File: src/rtl/button_conditioner_if.sv
// Raw button inputs and conditioned level/strobe outputs of button_conditioner.
interface button_conditioner_if;
  logic u_raw;
  logic d_raw;
  logic u;
  logic d;
  logic u_pulse;
  logic d_pulse;

  modport master (
    output u_raw, d_raw,
    input  u, d, u_pulse, d_pulse
  );

  modport slave (
    input  u_raw, d_raw,
    output u, d, u_pulse, d_pulse
  );
endinterface

File: src/rtl/button_conditioner.sv
// Two independent synchronise-and-debounce channels (up, down) with press strobes.
// Build option: define BTN_ACTIVE_LOW_EN for pulled-up buttons (raw 0 = pressed).
module button_conditioner #(
  parameter int unsigned DEBOUNCE_CYCLES = 500000,
  parameter int unsigned CNT_W           = 20
) (
  input logic                 clk,
  input logic                 reset,
  button_conditioner_if.slave btn
);

  typedef enum logic [1:0] {
    REL    = 2'd0,
    WAIT_P = 2'd1,
    PRESS  = 2'd2,
    WAIT_R = 2'd3
  } state_t;

  localparam logic [CNT_W-1:0] CNT_LAST = CNT_W'(DEBOUNCE_CYCLES - 1);

  // Channel 0 = up, channel 1 = down.
  logic [1:0] raw_in;
  logic [1:0] s1_q, s_q;
  logic [1:0] out_q, out_d;
  logic [1:0] pulse_q, pulse_d;
  state_t     state_q [2];
  state_t     state_d [2];
  logic [CNT_W-1:0] cnt_q [2];
  logic [CNT_W-1:0] cnt_d [2];

`ifdef BTN_ACTIVE_LOW_EN
  // Invert ahead of the synchroniser so its reset value of 0 still means released.
  assign raw_in = ~{btn.d_raw, btn.u_raw};
`else
  assign raw_in = {btn.d_raw, btn.u_raw};
`endif

  always_ff @(posedge clk or negedge reset) begin
    if (!reset) begin
      s1_q <= '0;
      s_q  <= '0;
    end else begin
      s1_q <= raw_in;
      s_q  <= s1_q;
    end
  end

  always_comb begin
    for (int unsigned ch = 0; ch < 2; ch++) begin
      state_d[ch] = state_q[ch];
      cnt_d[ch]   = '0;
      pulse_d[ch] = 1'b0;
      case (state_q[ch])
        REL: begin
          if (s_q[ch]) state_d[ch] = WAIT_P;
        end
        WAIT_P: begin
          if (!s_q[ch]) begin
            state_d[ch] = REL;
          end else if (cnt_q[ch] == CNT_LAST) begin
            state_d[ch] = PRESS;
            pulse_d[ch] = 1'b1;
          end else begin
            cnt_d[ch] = cnt_q[ch] + CNT_W'(1);
          end
        end
        PRESS: begin
          if (!s_q[ch]) state_d[ch] = WAIT_R;
        end
        WAIT_R: begin
          if (s_q[ch]) begin
            state_d[ch] = PRESS;
          end else if (cnt_q[ch] == CNT_LAST) begin
            state_d[ch] = REL;
          end else begin
            cnt_d[ch] = cnt_q[ch] + CNT_W'(1);
          end
        end
        default: state_d[ch] = REL;
      endcase
      // Level output is registered alongside the state so it cannot glitch.
      out_d[ch] = (state_d[ch] == PRESS) || (state_d[ch] == WAIT_R);
    end
  end

  always_ff @(posedge clk or negedge reset) begin
    if (!reset) begin
      for (int unsigned ch = 0; ch < 2; ch++) begin
        state_q[ch] <= REL;
        cnt_q[ch]   <= '0;
      end
      out_q   <= '0;
      pulse_q <= '0;
    end else begin
      for (int unsigned ch = 0; ch < 2; ch++) begin
        state_q[ch] <= state_d[ch];
        cnt_q[ch]   <= cnt_d[ch];
      end
      out_q   <= out_d;
      pulse_q <= pulse_d;
    end
  end

  assign btn.u       = out_q[0];
  assign btn.d       = out_q[1];
  assign btn.u_pulse = pulse_q[0];
  assign btn.d_pulse = pulse_q[1];

endmodule

File: src/flat_wrapper.sv
// flat-port wrapper written by rule: the top's interface ports become plain ports
module button_conditioner_flat 
#(
  parameter int unsigned DEBOUNCE_CYCLES = 500000,
  parameter int unsigned CNT_W           = 20
)
  (clk, reset, btn_u_raw, btn_d_raw, btn_u, btn_d, btn_u_pulse, btn_d_pulse);
  button_conditioner_if btn_i ();
  input logic clk;
  input logic reset;
  input wire logic [$bits(btn_i.u_raw)-1:0] btn_u_raw;
  input wire logic [$bits(btn_i.d_raw)-1:0] btn_d_raw;
  output wire logic [$bits(btn_i.u)-1:0] btn_u;
  output wire logic [$bits(btn_i.d)-1:0] btn_d;
  output wire logic [$bits(btn_i.u_pulse)-1:0] btn_u_pulse;
  output wire logic [$bits(btn_i.d_pulse)-1:0] btn_d_pulse;
  assign btn_i.u_raw = btn_u_raw;
  assign btn_i.d_raw = btn_d_raw;
  assign btn_u = btn_i.u;
  assign btn_d = btn_i.d;
  assign btn_u_pulse = btn_i.u_pulse;
  assign btn_d_pulse = btn_i.d_pulse;
  button_conditioner #(.DEBOUNCE_CYCLES(DEBOUNCE_CYCLES), .CNT_W(CNT_W)) u_core (.clk(clk), .reset(reset), .btn(btn_i));
endmodule
File: config.mk
export PLATFORM = sky130hd
export DESIGN_NAME = button_conditioner_flat
export DESIGN_NICKNAME = d
export VERILOG_FILES = /design/src/rtl/button_conditioner_if.sv /design/src/rtl/button_conditioner.sv /design/src/flat_wrapper.sv
export SDC_FILE = /design/constraint.sdc
export NUM_CORES = 1
export LEC_CHECK = 0
export ABC_AREA = 1
export BUFFER_PORTS_ARGS = -buffer_cell sky130_fd_sc_hd__buf_2
export CAP_MARGIN = 5
export CORE_ASPECT_RATIO = 0.5
export CORE_MARGIN = 1.5
export CORE_UTILIZATION = 38
export CTS_CLUSTER_SIZE = 10
export DETAILED_ROUTE_END_ITERATION = 8
export PLACE_DENSITY = 0.51
export SYNTH_ARGS = -nofsm -noshare
export SYNTH_HDL_FRONTEND = slang
export SYNTH_SLANG_ARGS = --single-unit
File: constraint.sdc
create_clock -name clk -period 4.15 [get_ports clk]
set_clock_uncertainty 0.2 [all_clocks]
set_input_delay 0.6225 -clock clk [delete_from_list [all_inputs] [get_ports clk]]
set_output_delay 0.6225 -clock clk [all_outputs]
set_load 0.05 [all_outputs]
Yosys cells after proc, flatten, opt, wreduce, memory -nomap -nowiden
Cells that the tools add are included.

word-level totals
  word-level logic and storage cells = 54
  latch bits = 0
  output and inout bits = 4
  flip-flop bits (word level) = 52
  input bits = 4
  memories kept = 0
  RAM bits = 0
  memory bits (read-only) = 0

operators by class
  multipliers = 0
  shifts and indexed selects = 0
  reduce and logical (&&, ||, !) cells = 4
  magnitude comparators = 0
  bitwise operators = 0
  multiplexer cells = 28
  add/sub/neg operators = 2
  eq/ne operators = 12
  divide/modulo/power cells = 0

operators by type and width
  cell                                                                     number
  20-bit two-way mux                                                       6
  20-bit one-hot mux with 2 select lines                                   2
  20-bit by 1-bit adder with 20-bit output, second input constant          2
  20-bit by 19-bit equality test with 1-bit output, second input constant  2
  2-bit two-way mux                                                        12
  2-bit equality test, second input constant                               8
  2-bit one-hot mux with 4 select lines                                    2
  1-bit two-way mux                                                        6
  2-bit by 1-bit equality test with 1-bit output, second input constant    2
  2-bit zero test                                                          2
  1-bit logical OR                                                         2

Longest topological paths before layout
Gate-level depths: netlist of the first run.

  depth after elaboration = 6
  mapped depth = 9
  mapped depth without buffers = 9

Worst setup path after synthesis of the first run
OpenSTA, ideal clock, no wires.

  path type = register to register
  from = register u_core.cnt_q[0] (netlist name)
  to = register u_core.cnt_q[9] (netlist name)
  stages on the path, launching flop included = 10
  setup time = 0.071 ns
  data required time = 3.879 ns
  arrival time = 1.344 ns
  setup slack = 2.534 ns
  cells stage by stage = dfrtp_1 > ha_1 > nand2_1 > nor2_1 > nand3_1 > nor2_4 > nor2_4 > inv_2 > buf_6 > nor2_1

RTL lines
  element                          RTL line                  RTL
  start, declared                  button_conditioner.sv:28  logic [CNT_W-1:0] cnt_q [2];
  start signal, assigned by index  button_conditioner.sv:97  cnt_q[ch] <= cnt_d[ch];

==> impl_metrics.csv, run 1 <==
group,metric,value,unit
status,status,"complete, no violations",
synth,synth_warnings,0,
drt,drc,0,
timing,rsz0062_at_grt,"false",
grt,grt_pass1_vias,2120,
timing,tightest_slew,0.566,ns
synth,synthArstFlopShare,1.00,
clock_network,hold_buffers,0,
synth,ys_ff_latch,52,
layout,antenna_cells_inserted,0,
drt,ant_nets,0,
clock_network,cts_root_buf,"clkbuf_16",
synth,synth_cell_types,24,
clock_network,insertion_delay,0.29,ns
grt,grtUsageTotal,0.156,
drt,viasPerCell,4.56,
place,hpwl,3770,um
critical_path,criticalPathCategory,"flop to flop",
floorplanning,fp.dieW,122,um
clock_network,clock-sinks,52,
layout,final_common_cell,"nor2_1",
worst_hold_path,min_path_type,"input port to async pin",
drt,drtIter0Drc,149,
timing,setup_viol,0,
power_and_ir_drop,leakage,1.28,nW
layout,fin_util,0.439,
floorplanning,die_h,62.3,um
place,place_ws,2.10,ns
power_and_ir_drop,power.density,325,nW/um2
clock_network,ctsResizeCount,0,
clock_network,clock_path_buffers,2,
layout,final_cell_mix,"nor2_1, nand2_1, dfrtp_1",
synth,synth_nets,359,
clock_network,cts_setup_buffers,0,
drt,drtPass1Iterations,5,
synth,netlist_area,2670,um2
floorplanning,die_area,7580,um2
drt,avgRoutedWirePerCell,11.2,um
place,port_buffers,7,
timing,fin_crit,2.04,ns
floorplanning,core_region_area,6750,um2
layout,areaGrowthSynthToFinish,10.8,%
critical_path,critPathMaxFanout,15,
drt,vias,2093,
layout,drive_gt1_frac,0.0790,
layout,num-nets-final,372,
critical_path,critical_path_arrival,2.02,ns
power_and_ir_drop,total_power,0.964,mW
critical_path,critPathCaptureType,"flop",
drt,wl,5130,um
synth,synth_cells,353,
floorplanning,ios,8,
clock_network,htree_levels,2,
clock_network,clk_pin_slew,0.07,ns
clock_network,cts_buffers,5,
timing,hold_ws,0.123,ns
power_and_ir_drop,ir_worst_vdd,156,uV
grt,grt_max_degree,28,
timing,finalHoldViolCount,0,
critical_path,worst_setup_path_start_kind,"flop",
synth,avgSynthCellArea,7.57,um2
timing,finalSetupTns,0,ns
grt,grt_pass1_wl,9390,um
place,globalplace.congestion,0.827,
synth,yosysSeqAreaShare,0.487,
floorplanning,floorplan.rows,21,
timing,maxSlewHeadroom,0.622,
timing,max_freq,0.491,GHz
grt,antenna_found_initial,0,
flow_run,drv_cap,0,
synth,ys.flop_type,"dfrtp_1",
clock_network,cts_tree,"done",
timing,final_max_slew_viol_count,0,
floorplanning,initial_core_util,0.396,
timing,fin_crit_sh,0.491,
timing,fin_ws,2.11,ns
critical_path,rrSetupSlack,2.11,ns
synth,synth_edf_count,0,
critical_path,required,4.13,ns
grt,grt-ovfl-total,0,
## cell type report
cell class | count | area [um2]
fill | 679 | 3790
clock buffer | 7 | 143
timing repair buffer | 8 | 42.5
sequential | 52 | 1300
clock inverter | 1 | 7.51
multi-input combinational | 256 | 1190
tap | 92 | 115
inverter | 43 | 161
## cells by family (layout without fill, tap and decap cells)
| group | after synthesis | after routing | synth area share |
|---|---|---|---|
| AOI/OAI and AO/OA | 16 | 16 | 0.0337 |
| xor gates and xnor gates | 16 | 16 | 0.0524 |
| buffers and inverters | 45 | 59 | 0.0674 |
| DFF | 52 | 52 | 0.487 |
| adders and majority gates | 2 | 2 | 0.00936 |
| and+or+nand+nor | 222 | 222 | 0.350 |
## worst paths after layout
kind,start,to,cells after the start
max,u_core.cnt_q[20],u_core.cnt_q[35],8
min,reset,u_core.s1_q[1],1
max reg2reg,u_core.cnt_q[20],u_core.cnt_q[35],8
min reg2reg,u_core.s1_q[1],u_core.s_q[1],0
max in group asynchronous,reset,u_core.cnt_q[33],2
min in group clk,u_core.s1_q[1],u_core.s_q[1],0
## state kept, by name, summed over array words and instances, names as in the netlist
signal,count
u_core.cnt_q,40
u_core.out_q,2
u_core.state_q,4
u_core.s1_q,2
u_core.s_q,2
u_core.pulse_q,2
## critical path, stage by stage (launching register included)
cell,delay [ns]
dfrtp_1,0.40
ha_1,0.21
nand3_1,0.12
nor2_1,0.14
nand3_1,0.09
nand2_1,0.39
inv_1,0.23
nand2_1,0.11
nor2_1,0.04
## where the power goes
group          internal (mW)  switching [mW]
registers              0.511         0.00370
logic                0.00663          0.0205
clock network          0.241           0.181
## metrics by stage
step / cell area (um2) / instances
after floorplan: 2670 / 353
after global placement: 2810 / 451
after detailed placement: 2810 / 451
after CTS: 2960 / 459
after global routing: 2960 / 459
final: 2960 / 459
## cell usage after synthesis, types with 2 or more instances
cell type / count / share of area
a21oi_1: 9 / 0.017
dfrtp_1: 52 / 0.49
ha_1: 2 / 0.0094
inv_1: 42 / 0.059
nand2_1: 89 / 0.12
nand2_2: 2 / 0.0047
nand3_1: 17 / 0.032
nand4_1: 4 / 0.0094
nor2_1: 92 / 0.13
nor2_2: 6 / 0.014
nor2_4: 4 / 0.017
nor3_1: 6 / 0.011
o21ai_0: 2 / 0.0037
o21bai_1: 2 / 0.0056
xnor2_1: 6 / 0.020
xor2_1: 10 / 0.033
## metal layers
metal  track usage  wire length, um  up-vias  part of all wire
met4        0.0441               47        0            0.0092
li1              -                -     1102                 -
met3        0.0404              171        7             0.033
met5             0                0        -                 0
met1         0.206             2550      953              0.50
met2         0.254             2360       31              0.46
Power figures use the tool's default switching activity.
==> run 2, diff against run 1 <==
- PLACE_DENSITY: 0.51 -> 0.53
- clock period: 4.15 -> 1.85 ns (I/O delays scaled with it)
==> impl_metrics.csv, run 2 (synthesized netlist as in run 1, its figures left out) <==
group,metric,value,unit
status,status,"complete, no violations",
critical_path,critical_path_arrival,1.73,ns
clock_network,htree_levels,2,
layout,fin_area,3060,um2
drt,vias,2126,
layout,areaGrowthSynthToFinish,14.4,%
grt,grt-ovfl-total,0,
layout,top_regs,"u_core.cnt_q x40, u_core.state_q x4",
timing,hold_ws,0.150,ns
layout,largest_register,"u_core.cnt_q",
timing,rsz0062_at_grt,"true",
floorplanning,floorplan.rows,21,
layout,fin_util,0.453,
clock_network,clk_pin_slew,0.06,ns
place,hpwl,3640,um
critical_path,criticalPathCategory,"flop to flop",
floorplanning,core_region_area,6750,um2
worst_hold_path,min_path_type,"flop to flop",
drt,drc,0,
floorplanning,initial_core_util,0.396,
layout,num-nets-final,377,
place,place_area,2840,um2
critical_path,rrSetupSlack,0.13,ns
grt,grt_max_degree,53,
drt,drtIter0Drc,140,
layout,final_cell_mix,"nor2_1, nand2_1, dfrtp_1",
critical_path,regToRegEndpoint,"u_core.cnt_q[3]",
critical_path,worst_setup_path_start_kind,"flop",
layout,drive_gt1_frac,0.0887,
timing,fin_crit,1.72,ns
clock_network,insertion_delay,0.29,ns
timing,maxSlewHeadroom,0.776,
layout,layoutNonFillerInstCount,464,
power_and_ir_drop,leakage,1.33,nW
clock_network,cts_root_buf,"clkbuf_16",
grt,grtUsageTotal,0.147,
drt,viasPerCell,4.58,
timing,setup_viol,0,
critical_path,required,1.86,ns
critical_path,critPathCaptureType,"flop",
layout,antenna_cells_inserted,0,
place,place_ws,0.0788,ns
critical_path,crit_start,"u_core.cnt_q[0]",
grt,grt_pass1_wl,9020,um
clock_network,cts_setup_buffers,0,
power_and_ir_drop,power.density,761,nW/um2
layout,final_common_cell,"nor2_1",
critical_path,ff2ff_path_depth,8,
grt,antenna_found_initial,0,
critical_path,critPathMaxFanout,11,
floorplanning,fp.dieW,122,um
power_and_ir_drop,ir_worst_vdd,345,uV
layout,largest_register_ffs,40,
drt,wl,5000,um
floorplanning,die_area,7580,um2
drt,drtPass1Iterations,4,
place,port_buffers,7,
timing,fin_crit_sh,0.929,
clock_network,clock_path_buffers,2,
place,globalplace.congestion,0.780,
timing,tightest_slew,0.335,ns
drt,ant_nets,0,
critical_path,r2r_start,"u_core.cnt_q[0]",
layout,nFillCells,661,
grt,grt_pass1_vias,2116,
floorplanning,die_h,62.3,um
place,dpl.cell_count,453,
clock_network,cts_tree,"done",
timing,final_max_slew_viol_count,0,
drt,avgRoutedWirePerCell,10.8,um
timing,fin_ws,0.132,ns
critical_path,endpoint,"u_core.cnt_q[3]",
flow_run,drv_cap,0,
floorplanning,ios,8,
clock_network,clock-sinks,52,
timing,max_freq,0.582,GHz
timing,finalHoldViolCount,0,
clock_network,cts_buffers,5,
run 2: cell count changes in the layout (fill, tap and decap cells not counted), sizes merged:
| cell | before | now |
|---|---|---|
| bufinv | 0 | 1 |
| buf | 8 | 10 |
| clkinvlp | 1 | 0 |
| dlygate4sd3 | 0 | 3 |
run 2: cell type report:
| type | instances | area (um2) | share of cell area |
|---|---|---|---|
| flip-flops and latches | 52 | 1300 | 0.426 |
| multi-input cells | 256 | 1190 | 0.391 |
| inverters | 43 | 164 | 0.0536 |
| clock buffers | 7 | 153 | 0.0499 |
| well taps | 92 | 115 | 0.0377 |
| repair buffers | 13 | 100 | 0.0327 |
| clock inverters | 1 | 30.0 | 0.00982 |
run 2: worst min-delay path by stage:
| stage | cells after the start | to | start |
|---|---|---|---|
| global placement | 2 | u_core.s1_q[1] | reset |
| CTS | 0 | u_core.s_q[0] | u_core.s1_q[0] |
| global route | 0 | u_core.s_q[1] | u_core.s1_q[1] |
| detailed placement | 2 | u_core.s1_q[1] | reset |
| floorplan | 0 | u_core.cnt_q[0] | reset |
| finish | 0 | u_core.s_q[0] | u_core.s1_q[0] |
run 2: metal layers:
layer,vias up,GRT usage,wire (um),part of all wire
met4,0,0.0309,35,0.0070
met5,-,0,0,0
met2,14,0.254,2430,0.49
met1,993,0.187,2400,0.48
met3,7,0.0386,133,0.027
li1,1112,-,-,-
run 2: worst max-delay path: stages, from the launching register on:
cell and delay (ns):
dfrtp_1 0.39, ha_1 0.24, nand2_1 0.11, nor2_1 0.07, nand3_1 0.13, nor2_4 0.06, nor2_4 0.22, inv_4 0.11
nor2_1 0.11
run 2: where the power goes:
| group | switching [mW] | total [mW] | internal [mW] |
|---|---|---|---|
| registers | 0.00791 | 1.16 | 1.15 |
| logic | 0.0482 | 0.0732 | 0.0250 |
| clock network | 0.386 | 1.10 | 0.712 |
run 2: repair_timing:
item,in CTS,in global routing
resized for setup,0,2
hold buffers,3,0
endpoints found under the setup margin,0,13
hold endpoints to repair,54,0
run 2: stage by stage:
stage | total power, mW | TNS (ns)
floorplan | 1.21 | 0
global placement | 1.25 | 0
detailed placement | 1.25 | 0
CTS | 2.36 | 0
global route | 2.43 | -0.0108
finish | 2.33 | 0
